### src/rtl/pong_pkg.sv
// Shared types and constants for the pong ball datapath.
// Latency: n/a (types only); no backpressure.
package pong_pkg;

    typedef logic [11:0] coord_t;
    typedef logic [12:0] wide_t;

    localparam logic [1:0] UP_LEFT    = 2'b00;
    localparam logic [1:0] DOWN_LEFT  = 2'b01;
    localparam logic [1:0] UP_RIGHT   = 2'b10;
    localparam logic [1:0] DOWN_RIGHT = 2'b11;

    typedef enum logic [1:0] {
        IDLE   = 2'd0,
        MOVE   = 2'd1,
        SCORED = 2'd2
    } state_t;

endpackage

### src/rtl/ball_collision.sv
// One frame step of the ball: wall bounces, paddle bounces and miss detection.
// Latency: combinational; no backpressure (sampled by the owner on frame_tick).
module ball_collision
    import pong_pkg::*;
#(
    parameter int DISP_COLS     = 640,
    parameter int DISP_ROWS     = 480,
    parameter int BALL_HEIGHT   = 8,
    parameter int BALL_WIDTH    = 6,
    parameter int PADDLE_HEIGHT = 48,
    parameter int PADDLE_WIDTH  = 8,
    parameter int L_PADDLE_COL  = 16,
    parameter int R_PADDLE_COL  = 616,
    parameter int BALL_SPEED    = 2
) (
    input  logic [11:0] row,
    input  logic [11:0] col,
    input  logic [1:0]  dir,
    input  logic [11:0] l_paddle_row,
    input  logic [11:0] r_paddle_row,
    output logic [11:0] nxt_row,
    output logic [11:0] nxt_col,
    output logic [1:0]  nxt_dir,
    output logic        l_miss,
    output logic        r_miss
);

    localparam coord_t SPEED   = coord_t'(BALL_SPEED);
    localparam coord_t TOP_ROW = coord_t'(BALL_HEIGHT / 2);
    localparam coord_t TOP_LIM = coord_t'(BALL_HEIGHT / 2 + BALL_SPEED);
    localparam coord_t BOT_ROW = coord_t'(DISP_ROWS - 1 - BALL_HEIGHT / 2);
    localparam wide_t  ROW_MAX = wide_t'(DISP_ROWS - 1);
    localparam wide_t  V_REACH = wide_t'(BALL_SPEED + BALL_HEIGHT / 2);
    localparam coord_t REACH   = coord_t'((BALL_HEIGHT + PADDLE_HEIGHT) / 2);
    // Left-edge tests rewritten onto the centre column: col > face + half-width, etc.
    localparam coord_t L_NEAR  = coord_t'(L_PADDLE_COL + PADDLE_WIDTH - 1 + BALL_WIDTH / 2);
    localparam coord_t L_FAR   = coord_t'(L_PADDLE_COL + PADDLE_WIDTH - 1 + BALL_WIDTH / 2 + BALL_SPEED);
    localparam coord_t L_BOUNCE = coord_t'(L_PADDLE_COL + PADDLE_WIDTH + BALL_WIDTH / 2);
    localparam coord_t L_MISS  = coord_t'(BALL_WIDTH / 2 + BALL_SPEED);
    localparam wide_t  HALF_W  = wide_t'(BALL_WIDTH / 2);
    localparam wide_t  H_REACH = wide_t'(BALL_SPEED + BALL_WIDTH / 2);
    localparam wide_t  R_FACE  = wide_t'(R_PADDLE_COL);
    localparam coord_t R_BOUNCE = coord_t'(R_PADDLE_COL - 1 - BALL_WIDTH / 2);
    localparam wide_t  COL_MAX = wide_t'(DISP_COLS - 1);
    localparam coord_t CEN_ROW = coord_t'(DISP_ROWS / 2);
    localparam coord_t CEN_COL = coord_t'(DISP_COLS / 2);

    logic   down;
    logic   right;
    logic   l_hit;
    logic   r_hit;
    coord_t l_dist;
    coord_t r_dist;

    always_comb begin
        down    = dir[0];
        right   = dir[1];
        l_dist  = (row >= l_paddle_row) ? row - l_paddle_row : l_paddle_row - row;
        r_dist  = (row >= r_paddle_row) ? row - r_paddle_row : r_paddle_row - row;

        l_hit   = !right && (col > L_NEAR) && (col <= L_FAR) && (l_dist <= REACH);
        r_hit   = right && ((wide_t'(col) + HALF_W) < R_FACE)
                        && ((wide_t'(col) + H_REACH) >= R_FACE) && (r_dist <= REACH);
        l_miss  = !right && !l_hit && (col < L_MISS);
        r_miss  = right && !r_hit && ((wide_t'(col) + H_REACH) > COL_MAX);

        nxt_dir = dir;
        nxt_row = row;
        nxt_col = col;

        if (!down && (row < TOP_LIM)) begin
            nxt_row    = TOP_ROW;
            nxt_dir[0] = 1'b1;
        end else if (down && ((wide_t'(row) + V_REACH) > ROW_MAX)) begin
            nxt_row    = BOT_ROW;
            nxt_dir[0] = 1'b0;
        end else begin
            nxt_row = down ? row + SPEED : row - SPEED;
        end

        if (l_hit) begin
            nxt_col    = L_BOUNCE;
            nxt_dir[1] = 1'b1;
        end else if (r_hit) begin
            nxt_col    = R_BOUNCE;
            nxt_dir[1] = 1'b0;
        end else begin
            nxt_col = right ? col + SPEED : col - SPEED;
        end

        // A miss keeps the horizontal bit, so the re-serve heads toward the side that conceded.
        if (l_miss || r_miss) begin
            nxt_row = CEN_ROW;
            nxt_col = CEN_COL;
        end
    end

endmodule

### src/rtl/ball_motion.sv
// Ball position owner for pong: serve/move/score FSM with re-serve delay, advanced per frame.
// Latency: outputs update 1 cycle after frame_tick; no backpressure (one step per tick).
module ball_motion
    import pong_pkg::*;
#(
    parameter int DISP_COLS     = 640,
    parameter int DISP_ROWS     = 480,
    parameter int BALL_HEIGHT   = 8,
    parameter int BALL_WIDTH    = 6,
    parameter int PADDLE_HEIGHT = 48,
    parameter int PADDLE_WIDTH  = 8,
    parameter int L_PADDLE_COL  = 16,
    parameter int R_PADDLE_COL  = 616,
    parameter int BALL_SPEED    = 2,
    parameter int SERVE_DELAY   = 60
) (
    input  logic        clk,
    input  logic        rst_n,
    input  logic        frame_tick,
    input  logic        serve,
    input  logic [11:0] l_paddle_row,
    input  logic [11:0] r_paddle_row,
    output logic [11:0] ball_center_row,
    output logic [11:0] ball_center_col,
    output logic [1:0]  ball_direction,
    output logic        ball_active,
    output logic        score_left,
    output logic        score_right
);

    localparam int     CNT_W   = $clog2(SERVE_DELAY + 1);
    localparam coord_t CEN_ROW = coord_t'(DISP_ROWS / 2);
    localparam coord_t CEN_COL = coord_t'(DISP_COLS / 2);

    state_t            state;
    logic [CNT_W-1:0]  delay_cnt;
    coord_t            nxt_row;
    coord_t            nxt_col;
    logic [1:0]        nxt_dir;
    logic              l_miss;
    logic              r_miss;

    ball_collision #(
        .DISP_COLS     (DISP_COLS),
        .DISP_ROWS     (DISP_ROWS),
        .BALL_HEIGHT   (BALL_HEIGHT),
        .BALL_WIDTH    (BALL_WIDTH),
        .PADDLE_HEIGHT (PADDLE_HEIGHT),
        .PADDLE_WIDTH  (PADDLE_WIDTH),
        .L_PADDLE_COL  (L_PADDLE_COL),
        .R_PADDLE_COL  (R_PADDLE_COL),
        .BALL_SPEED    (BALL_SPEED)
    ) u_collision (
        .row          (ball_center_row),
        .col          (ball_center_col),
        .dir          (ball_direction),
        .l_paddle_row (l_paddle_row),
        .r_paddle_row (r_paddle_row),
        .nxt_row      (nxt_row),
        .nxt_col      (nxt_col),
        .nxt_dir      (nxt_dir),
        .l_miss       (l_miss),
        .r_miss       (r_miss)
    );

    always_ff @(posedge clk or negedge rst_n) begin
        if (!rst_n) begin
            state           <= IDLE;
            ball_center_row <= CEN_ROW;
            ball_center_col <= CEN_COL;
            ball_direction  <= DOWN_RIGHT;
            ball_active     <= 1'b0;
            score_left      <= 1'b0;
            score_right     <= 1'b0;
            delay_cnt       <= '0;
        end else begin
            score_left  <= 1'b0;
            score_right <= 1'b0;
            case (state)
                IDLE: begin
                    if (serve) begin
                        state       <= MOVE;
                        ball_active <= 1'b1;
                    end
                end
                MOVE: begin
                    if (frame_tick) begin
                        ball_center_row <= nxt_row;
                        ball_center_col <= nxt_col;
                        ball_direction  <= nxt_dir;
                        if (l_miss || r_miss) begin
                            state       <= SCORED;
                            ball_active <= 1'b0;
                            score_right <= l_miss;
                            score_left  <= r_miss;
                        end
                    end
                end
                SCORED: begin
                    if (frame_tick) begin
                        if (delay_cnt == CNT_W'(SERVE_DELAY - 1)) begin
                            delay_cnt   <= '0;
                            state       <= MOVE;
                            ball_active <= 1'b1;
                        end else begin
                            delay_cnt <= delay_cnt + 1'b1;
                        end
                    end
                end
                default: begin
                    state       <= IDLE;
                    ball_active <= 1'b0;
                end
            endcase
        end
    end

endmodule
### config.mk
export PLATFORM = sky130hd
export DESIGN_NAME = ball_motion
export DESIGN_NICKNAME = d
export VERILOG_FILES = /design/src/rtl/pong_pkg.sv /design/src/rtl/ball_collision.sv /design/src/rtl/ball_motion.sv
export SDC_FILE = /design/constraint.sdc
export NUM_CORES = 1
export LEC_CHECK = 0
export ABC_AREA = 1
export BUFFER_PORTS_ARGS = -buffer_cell sky130_fd_sc_hd__buf_2
export CAP_MARGIN = 30
export CORE_ASPECT_RATIO = 0.7
export CORE_UTILIZATION = 30
export DETAILED_ROUTE_END_ITERATION = 7
export GPL_TIMING_DRIVEN = 0
export MAX_ROUTING_LAYER = met4
export SLEW_MARGIN = 20
export SYNTH_ARGS = -nofsm -noshare
export SYNTH_HDL_FRONTEND = slang
export SYNTH_SLANG_ARGS = --single-unit
### constraint.sdc
create_clock -name clk -period 3.85 [get_ports clk]
set_clock_uncertainty 0.15 [all_clocks]
set_input_delay 0.1925 -clock clk [delete_from_list [all_inputs] [get_ports clk]]
set_output_delay 0.1925 -clock clk [all_outputs]
set_load 0.02 [all_outputs]
==> flow_summary.toml, run 1 <==
[detailed_routing]
ant_nets = 0
wire_per_inst_um = 13.90
wl_met1_mm = 9.992
drt-initial-drc-count = 493
drt_wl_total_mm = 18.60
wl_met3_mm = 1.377
drc = 0
highest_layer = "met4"
viasPerCell = 4.810
drtPass1Iterations = 5
dr_total_vias = 6436
dr_wl_met2_mm = 7.101

[placed_design]
place_area_um2 = 6596
dp_slack_ns = 0.3221
portBuffers = 56
dpl.hpwl_mm = 15.33
routabilityCongestion = 0.9292

[clock_network]
cts_sinks = 37
clk_pin_slew_ns = 0.06
worst_skew_pair.late_latency_ns = 0.27
cts_buffer_depth = 2
htree_levels = 2
tritoncts = "done"
cts_buffers = 5
clockRootBuffer = "clkbuf_16"
post-cts-setup-buffers = 0

[finish]
nets = 1173
n_antenna_cell = 0
layout-drive-gt1-share = 0.09963
syn_to_final_growth_pct = 12.83
fin_util = 0.3512
fin_area_um2 = 6754

[floorplan]
initial_utilization = 0.3112
io_pins = 57
die-area_um2 = 20530
core_area_um2 = 19230
die_w_um = 170.8
fp.dieH_um = 120.2
row_count = 42

[setup_path]
worstSetupStartpointType = "register"
critical_path.max_fanout = 10
reg2regPathDepth = 17
crit_start = "ball_center_row[0]"
cp_data_required_time_ns = 3.83
end_kind = "register"
arrival_ns = 3.54
critPathKind = "reg2reg"
r2r_start = "ball_center_row[0]"

[timing]
rsz0062_at_grt = "no"
hold_viol = 0
min_period_ns = 3.555
relSlewSlack = 0.4412
fin_ws_ns = 0.2950
hold_ws_ns = 0.1476
finalSetupViolations = 0
fmax_mhz = 281.3
fin_tns_setup_ns = 0
worst-slew-pin-transition_ns = 0.8381
drv_slew = 0
period_share = 0.9234

[run_status]
status = "complete, no violations"

[power_and_ir_drop]
power_density_nw_per_um2 = 852.4
leakage_nw = 3.807
ir_drop_mv = 0.4274

[yosys]
synth_top_area_share = 0.2170
synth_edf_count = 0
syn_inst = 1009
mappedNetlistNets = 1109
yosys.area.top_type = "nand2_1"
synth_commonest_cells = "nand2_1, inv_1, nor2_1"
synth-seq-cells = 37
synth.most_common_cell = "nand2_1"
syn_area_um2 = 5986
synthDistinctLibCells = 47
synthTopCellsByArea = "nand2_1, ha_1, dfrtp_1"
synth_warnings = 0
yosysSeqAreaShare = 0.1564
synthFlopType = "dfrtp_1"
syn_avg_cell_area_um2 = 5.932
ys_async_sr_fraction = 1.000

[hold_path]
worstHoldStart = "serve"
min_path_type = "in2reg"
min_path_cells = 6

[global_route]
grt_overflow = 0
grt_pass1_vias = 5777
grt_pass1_wl_mm = 30.18
grt_usage = 0.1900
antenna_found_initial = 0
grt_max_degree = 38

[run]
maxCapViolations = 0
## cells in the final DEF (no fill, tap or decap), drive strengths merged, types with 4 or more instances in the layout
master  Yosys  layout
inv       159     159
dfrtp      29      29
o21ai      30      30
ha         70      70
a21o        4       4
nand2     353     353
o22ai       7       7
nor3        9       9
nor2       88      88
nand3      74      74
clkbuf      5      13
dfstp       8       8
a21boi      4       4
nand4      29      29
xnor2       8       8
xor2       27      27
o21bai      5       5
and2        5       5
a21oi      55      55
buf        11      67
nand3b      5       5
## kinds of logic after synthesis
group | synth area share
DFF | 0.1564
xor gates and xnor gates | 0.05121
and+or+nand+nor | 0.4082
buffers and inverters | 0.1160
adders and majority gates | 0.1530
AOI/OAI and AO/OA | 0.1152
## worst max-delay path, stage by stage, from the launching register on
cell      delay (ns)
dfrtp_1         0.67
inv_1           0.23
ha_1            0.29
o21bai_1        0.31
nand2_1         0.09
nand2_1         0.11
o21ai_0         0.11
nand2_1         0.14
buf_4           0.20
nand2_1         0.07
nand2_1         0.06
nand2_1         0.05
nor2_1          0.25
nand3_1         0.21
nand2_1         0.19
inv_2           0.10
nand3_1         0.10
o21ai_0         0.08
## final cells by class
type	instances	area, um2
Multi-Input combinational cell	796	4355
Clock buffer	8	146.4
Timing Repair Buffer	57	290.3
Inverter	160	600.6
Buffer	16	93.84
Tap cell	264	330.3
Sequential cell	37	937.1
Fill cell	2141	12480
## metal layers
layer / vias to the layer above / GRT usage
met1: 2842 / 0.2916
met4: 0 / 0.02121
met5: - / -
li1: 3367 / -
met3: 14 / 0.02946
met2: 213 / 0.2645
## path summary, 6_finish.rpt
path	endpoint	slack (ns)
min in group asynchronous	ball_active	0.41
max in group asynchronous	ball_center_row[1]	2.56
max	ball_center_col[2]	0.30
max reg2reg	ball_center_col[2]	0.30
min reg2reg	ball_active	0.32
min	ball_active	0.15
## registers in the layout (all words and copies together), names as in the netlist
name             flops
score_right          1
ball_center_col     12
ball_center_row     12
ball_direction       2
ball_active          1
delay_cnt            6
score_left           1
state                2
## stage by stage
step / total power [mW] / std cells
final: 5.757 / 1338
after floorplan: 4.156 / 1009
after global placement: 5.268 / 1329
after global routing: 6.433 / 1338
after CTS: 5.720 / 1338
after detailed placement: 5.289 / 1329
## what timing repair did
| item | CTS | global route |
|---|---|---|
| endpoints found under the setup margin | 0 | 3 |
| hold buffers | 1 | 0 |
| gates resized for setup | 0 | 1 |
| endpoints found under the hold margin | 29 | 0 |
## where the power goes
group	internal [mW]	switching (mW)	total (mW)
Combinational	1.61	2.83	4.44
Sequential	0.550	0.366	0.916
Clock	0.258	0.143	0.401
(Power assumes the default switching activity.)
==> run 2: changes to the inputs <==
==> constraint.sdc (replaced) <==
create_clock -name clk -period 3.85 [get_ports clk]
set_clock_uncertainty 0.15 [all_clocks]
set_input_delay 0.77 -clock clk [delete_from_list [all_inputs] [get_ports clk]]
set_output_delay 0.77 -clock clk [all_outputs]
set_load 0.02 [all_outputs]
==> flow_summary.toml, run 2 (synthesized netlist as in run 1, its figures left out) <==
[run_status]
status = "complete, no violations"

[power_and_ir_drop]
ir_drop_mv = 0.4310
power_density_nw_per_um2 = 854.1
leakage_nw = 3.803

[global_route]
grt_pass1_wl_mm = 30.18
grt_overflow = 0
grt_usage = 0.1900
antenna_found_initial = 0
grt_max_degree = 38
grt_pass1_vias = 5777

[setup_path]
reg2regPathDepth = 17
cp.depth = 17
cp_data_required_time_ns = 3.83
arrival_ns = 3.52
critical_path.max_fanout = 10
critPathKind = "reg2reg"
r2r_slack_ns = 0.32
worstSetupStartpointType = "register"
end_kind = "register"
cpLargestDelayFamily = "simple AND/OR/NAND/NOR gates"
cpPeakStageDelay_ns = 0.65
worst_path_most_repeated_cell = "nand2_1"
path_cells = "inv_1 > ha_1 > o21bai_1 > nand2_1 > nand2_1 > o21ai_0 > nand2_1 > buf_4 > nand2_1 > nand2_1 > nand2_1 > nor2_1 > nand3_1 > nand2_1 > inv_2 > nand3_1 > o21ai_0"
path_buf_inv = 3
cp_slowest_cell = "dfrtp_1"

[timing]
fin_tns_setup_ns = 0
drv_slew = 0
worst-slew-pin-transition_ns = 0.8308
period_share = 0.9175
rsz0062_at_grt = "no"
min_period_ns = 3.532
relSlewSlack = 0.4461
fmax_mhz = 283.1
hold_viol = 0
finalSetupViolations = 0

[placed_design]
routabilityCongestion = 0.9292
dp.cells = 1329
dpl.hpwl_mm = 15.33
portBuffers = 56

[hold_path]
min_path_type = "reg2reg"
min_path_cells = 2

[run]
maxCapViolations = 0

[floorplan]
die_w_um = 170.8
row_count = 42
fp.dieH_um = 120.2
initial_utilization = 0.3112
die-area_um2 = 20530
io_pins = 57
core_area_um2 = 19230

[clock_network]
post-cts-setup-buffers = 0
clockRootBuffer = "clkbuf_16"
clk_pin_slew_ns = 0.06
cts_buffer_depth = 2
htree_levels = 2
cts_buffers = 5
tritoncts = "done"
worst_skew_pair.late_latency_ns = 0.28
cts_sinks = 37

[detailed_routing]
drt_wl_total_mm = 18.62
dr_total_vias = 6439
drc = 0
drtPass1Iterations = 5
wire_per_inst_um = 13.92
ant_nets = 0
viasPerCell = 4.816
drt-initial-drc-count = 462

[finish]
n_antenna_cell = 0
final_common_cell = "nand2_1"
fill_cells = 2141
final_cell_mix = "nand2_1, inv_1, nor2_1, nand3_1, ha_1"
top_regs = "ball_center_col (12), ball_center_row (12), delay_cnt (6)"
fin_cells = 1337
nets = 1172
layout-drive-gt1-share = 0.09972
syn_to_final_growth_pct = 12.67
-- run 2: cell count changes in the layout (fill, tap and decap cells not counted) --
cell	previous run	this run
dlygate4sd3_1	1	0
-- run 2: cell type report --
class | instances | area (um2) | area share
buffer | 16 | 93.84 | 0.01391
clock buffer | 8 | 146.4 | 0.02171
inverter | 160 | 600.6 | 0.08905
multi-input combinational | 796 | 4355 | 0.6458
sequential | 37 | 937.1 | 0.1390
tap | 264 | 330.3 | 0.04898
timing repair buffer | 56 | 280.3 | 0.04156
-- run 2: worst min-delay path, stage by stage, from the launching register on --
cell and delay [ns]:
dfrtp_1 0.33, nand2_1 0.05, nand2_1 0.05
-- run 2: final timing paths --
check | start | end
setup / recovery | ball_center_row[0] | ball_center_col[2]
hold / removal | ball_active | ball_active
setup reg to reg | ball_center_row[0] | ball_center_col[2]
hold reg to reg | ball_active | ball_active
max in group asynchronous | rst_n | ball_center_row[1]
min in group asynchronous | rst_n | delay_cnt[1]
-- run 2: per-layer routing --
layer | up-vias | global-route usage | routed length [um]
met1 | 2859 | 0.2916 | 10090
met4 | 0 | 0.02121 | 134
met2 | 203 | 0.2645 | 7111
met3 | 15 | 0.02946 | 1285
met5 | - | - | 0
li1 | 3362 | - | -
-- run 2: power by group --
part           internal, mW  switching (mW)  leakage, nW
combinational          1.61            2.83         3.29
sequential            0.550           0.366        0.441
clock                 0.258           0.143       0.0712
total                  2.42            3.34         3.80
-- run 2: repair_timing --
item                                    CTS  global route
endpoints found under the setup margin    0             3
endpoints found under the hold margin     0             0
resized for setup                         0             1
hold buffers                              0             0
-- run 2: per-stage QoR --
| step | utilization | total power [mW] | worst slack [ns] | hold slack, ns | cell area (um2) |
|---|---|---|---|---|---|
| after detailed placement | 0.3430 | 5.289 | 0.2009 | 0.3083 | 6596 |
| after global routing | 0.3506 | 6.432 | 0.01681 | 0.3463 | 6744 |
| final | 0.3506 | 5.760 | 0.3177 | 0.3150 | 6744 |
| after CTS | 0.3506 | 5.719 | 0.3133 | 0.3226 | 6743 |
| after floorplan | - | 4.156 | 0.8754 | 0.3244 | 5986 |
| after global placement | 0.3430 | 5.268 | 0.2189 | 0.3079 | 6596 |
==> run 3: changes to the inputs <==
--- a/config.mk
+++ b/config.mk
@@ -6,11 +6,11 @@
 export NUM_CORES = 1
 export LEC_CHECK = 0
 export ABC_AREA = 1
-export BUFFER_PORTS_ARGS = -buffer_cell sky130_fd_sc_hd__buf_2
 export CAP_MARGIN = 30
 export CORE_ASPECT_RATIO = 0.7
 export CORE_UTILIZATION = 30
 export DETAILED_ROUTE_END_ITERATION = 7
+export DONT_BUFFER_PORTS = 1
 export GPL_TIMING_DRIVEN = 0
 export MAX_ROUTING_LAYER = met4
 export SLEW_MARGIN = 20
==> flow_summary.toml, run 3 (synthesized netlist as in run 1, its figures left out) <==
[detailed_routing]
viasPerCell = 4.907
drc = 0
wire_per_inst_um = 14.51
dr_total_vias = 6286
ant_nets = 0
drt_wl_total_mm = 18.59
drt-initial-drc-count = 544
drtPass1Iterations = 5

[timing]
fmax_mhz = 281.4
fin_tns_setup_ns = 0
drv_slew = 0
worst-slew-pin-transition_ns = 0.6431
hold_viol = 0
min_period_ns = 3.554
relSlewSlack = 0.5713
period_share = 0.9231
rsz0062_at_grt = "no"
finalSetupViolations = 0

[finish]
fin_cells = 1281
n_antenna_cell = 0
fin_area_um2 = 6465
top_regs = "ball_center_col (12), ball_center_row (12), delay_cnt (6)"
fill_cells = 2127
final_cell_mix = "nand2_1, inv_1, nor2_1, nand3_1, ha_1"
final_common_cell = "nand2_1"
layout-drive-gt1-share = 0.05113
fin_util = 0.3361
syn_to_final_growth_pct = 8.006
nets = 1116

[global_route]
grt_pass1_vias = 5611
grt_usage = 0.1915
antenna_found_initial = 0
grt_max_degree = 38
grt_overflow = 0
grt_pass1_wl_mm = 30.08

[power_and_ir_drop]
power_density_nw_per_um2 = 871.0
leakage_nw = 3.566
ir_drop_mv = 0.3311

[clock_network]
clk_pin_slew_ns = 0.06
tritoncts = "done"
cts_hold_buf = 0
cts_buffer_depth = 2
cts_sinks = 37
htree_levels = 2
clockRootBuffer = "clkbuf_16"
worst_skew_pair.late_latency_ns = 0.28
cts_buffers = 5

[floorplan]
io_pins = 57
die-area_um2 = 20530
die_w_um = 170.8
initial_utilization = 0.3112
row_count = 42
fp.dieH_um = 120.2
core_area_um2 = 19230

[setup_path]
end_kind = "register"
cp_data_required_time_ns = 3.84
critical_path.max_fanout = 10
worstSetupStartpointType = "register"
arrival_ns = 3.55
critPathKind = "reg2reg"

[placed_design]
routabilityCongestion = 0.9654
dpl.hpwl_mm = 15.36
portBuffers = 0
dp.cells = 1273
place_area_um2 = 6316

[hold_path]
min_path_type = "in2async"

[run_status]
status = "complete, no violations"

[run]
maxCapViolations = 0
==> run 3: worst max-delay path, stage by stage, from the launching register on <==
cell and delay, ns:
dfrtp_1 0.75, inv_1 0.23, ha_1 0.30, o21bai_1 0.30, nand2_1 0.08, nand2_1 0.10, o21ai_0 0.11, nand2_1 0.13
buf_4 0.20, nand2_1 0.07, nand2_1 0.06, nand2_1 0.06, nor2_1 0.23, nand3_1 0.20, nand2_1 0.17, inv_2 0.09
nand3_1 0.11, o21ai_1 0.07
==> run 3: cell type report <==
type	instances	area (um2)	share of cell area
Buffer	16	93.84	0.01452
Clock buffer	8	146.4	0.02264
Inverter	160	600.6	0.09290
Multi-Input combinational cell	796	4355	0.6737
Sequential cell	37	938.4	0.1452
Tap cell	264	330.3	0.05109
==> run 3: stage by stage <==
step | power [mW] | setup slack (ns) | hold WS (ns)
floorplan | 4.156 | 0.8754 | 0.3244
global placement | 5.135 | 0.2004 | 0.3257
detailed placement | 5.160 | 0.2330 | 0.3258
CTS | 5.587 | 0.2266 | 0.03123
global route | 6.327 | 0.02148 | 0.02527
finish | 5.631 | 0.2962 | 0.03544
==> run 3: final timing paths <==
kind,from,slack (ns),depth (start not counted),to
min in group clk,delay_cnt[1],0.37,2,delay_cnt[1]
max in group asynchronous,rst_n,3.32,0,ball_center_col[6]
hold / removal,rst_n,0.04,0,delay_cnt[5]
hold reg to reg,delay_cnt[1],0.37,2,delay_cnt[1]
setup reg to reg,ball_center_row[0],0.30,17,ball_center_col[9]
setup / recovery,ball_center_row[0],0.30,17,ball_center_col[9]
==> run 3: per-layer routing <==
layer / vias up / track usage / routed length (um)
li1: 3242 / - / -
met1: 2832 / 0.2966 / 9896
met2: 198 / 0.2597 / 7090
met3: 14 / 0.03110 / 1411
met4: 0 / 0.02679 / 186
met5: - / - / 0
==> run 3: report_power, final <==
group	switching (mW)	internal (mW)
Sequential	0.550	0.549
Combinational	2.61	1.52
Clock	0.149	0.258
Total	3.31	2.32
==> run 3: what timing repair did <==
item / 4_1_cts / 5_1_grt
gates resized for setup: 0 / 2
setup endpoints to repair: 0 / 2
setup buffers: 0 / 0
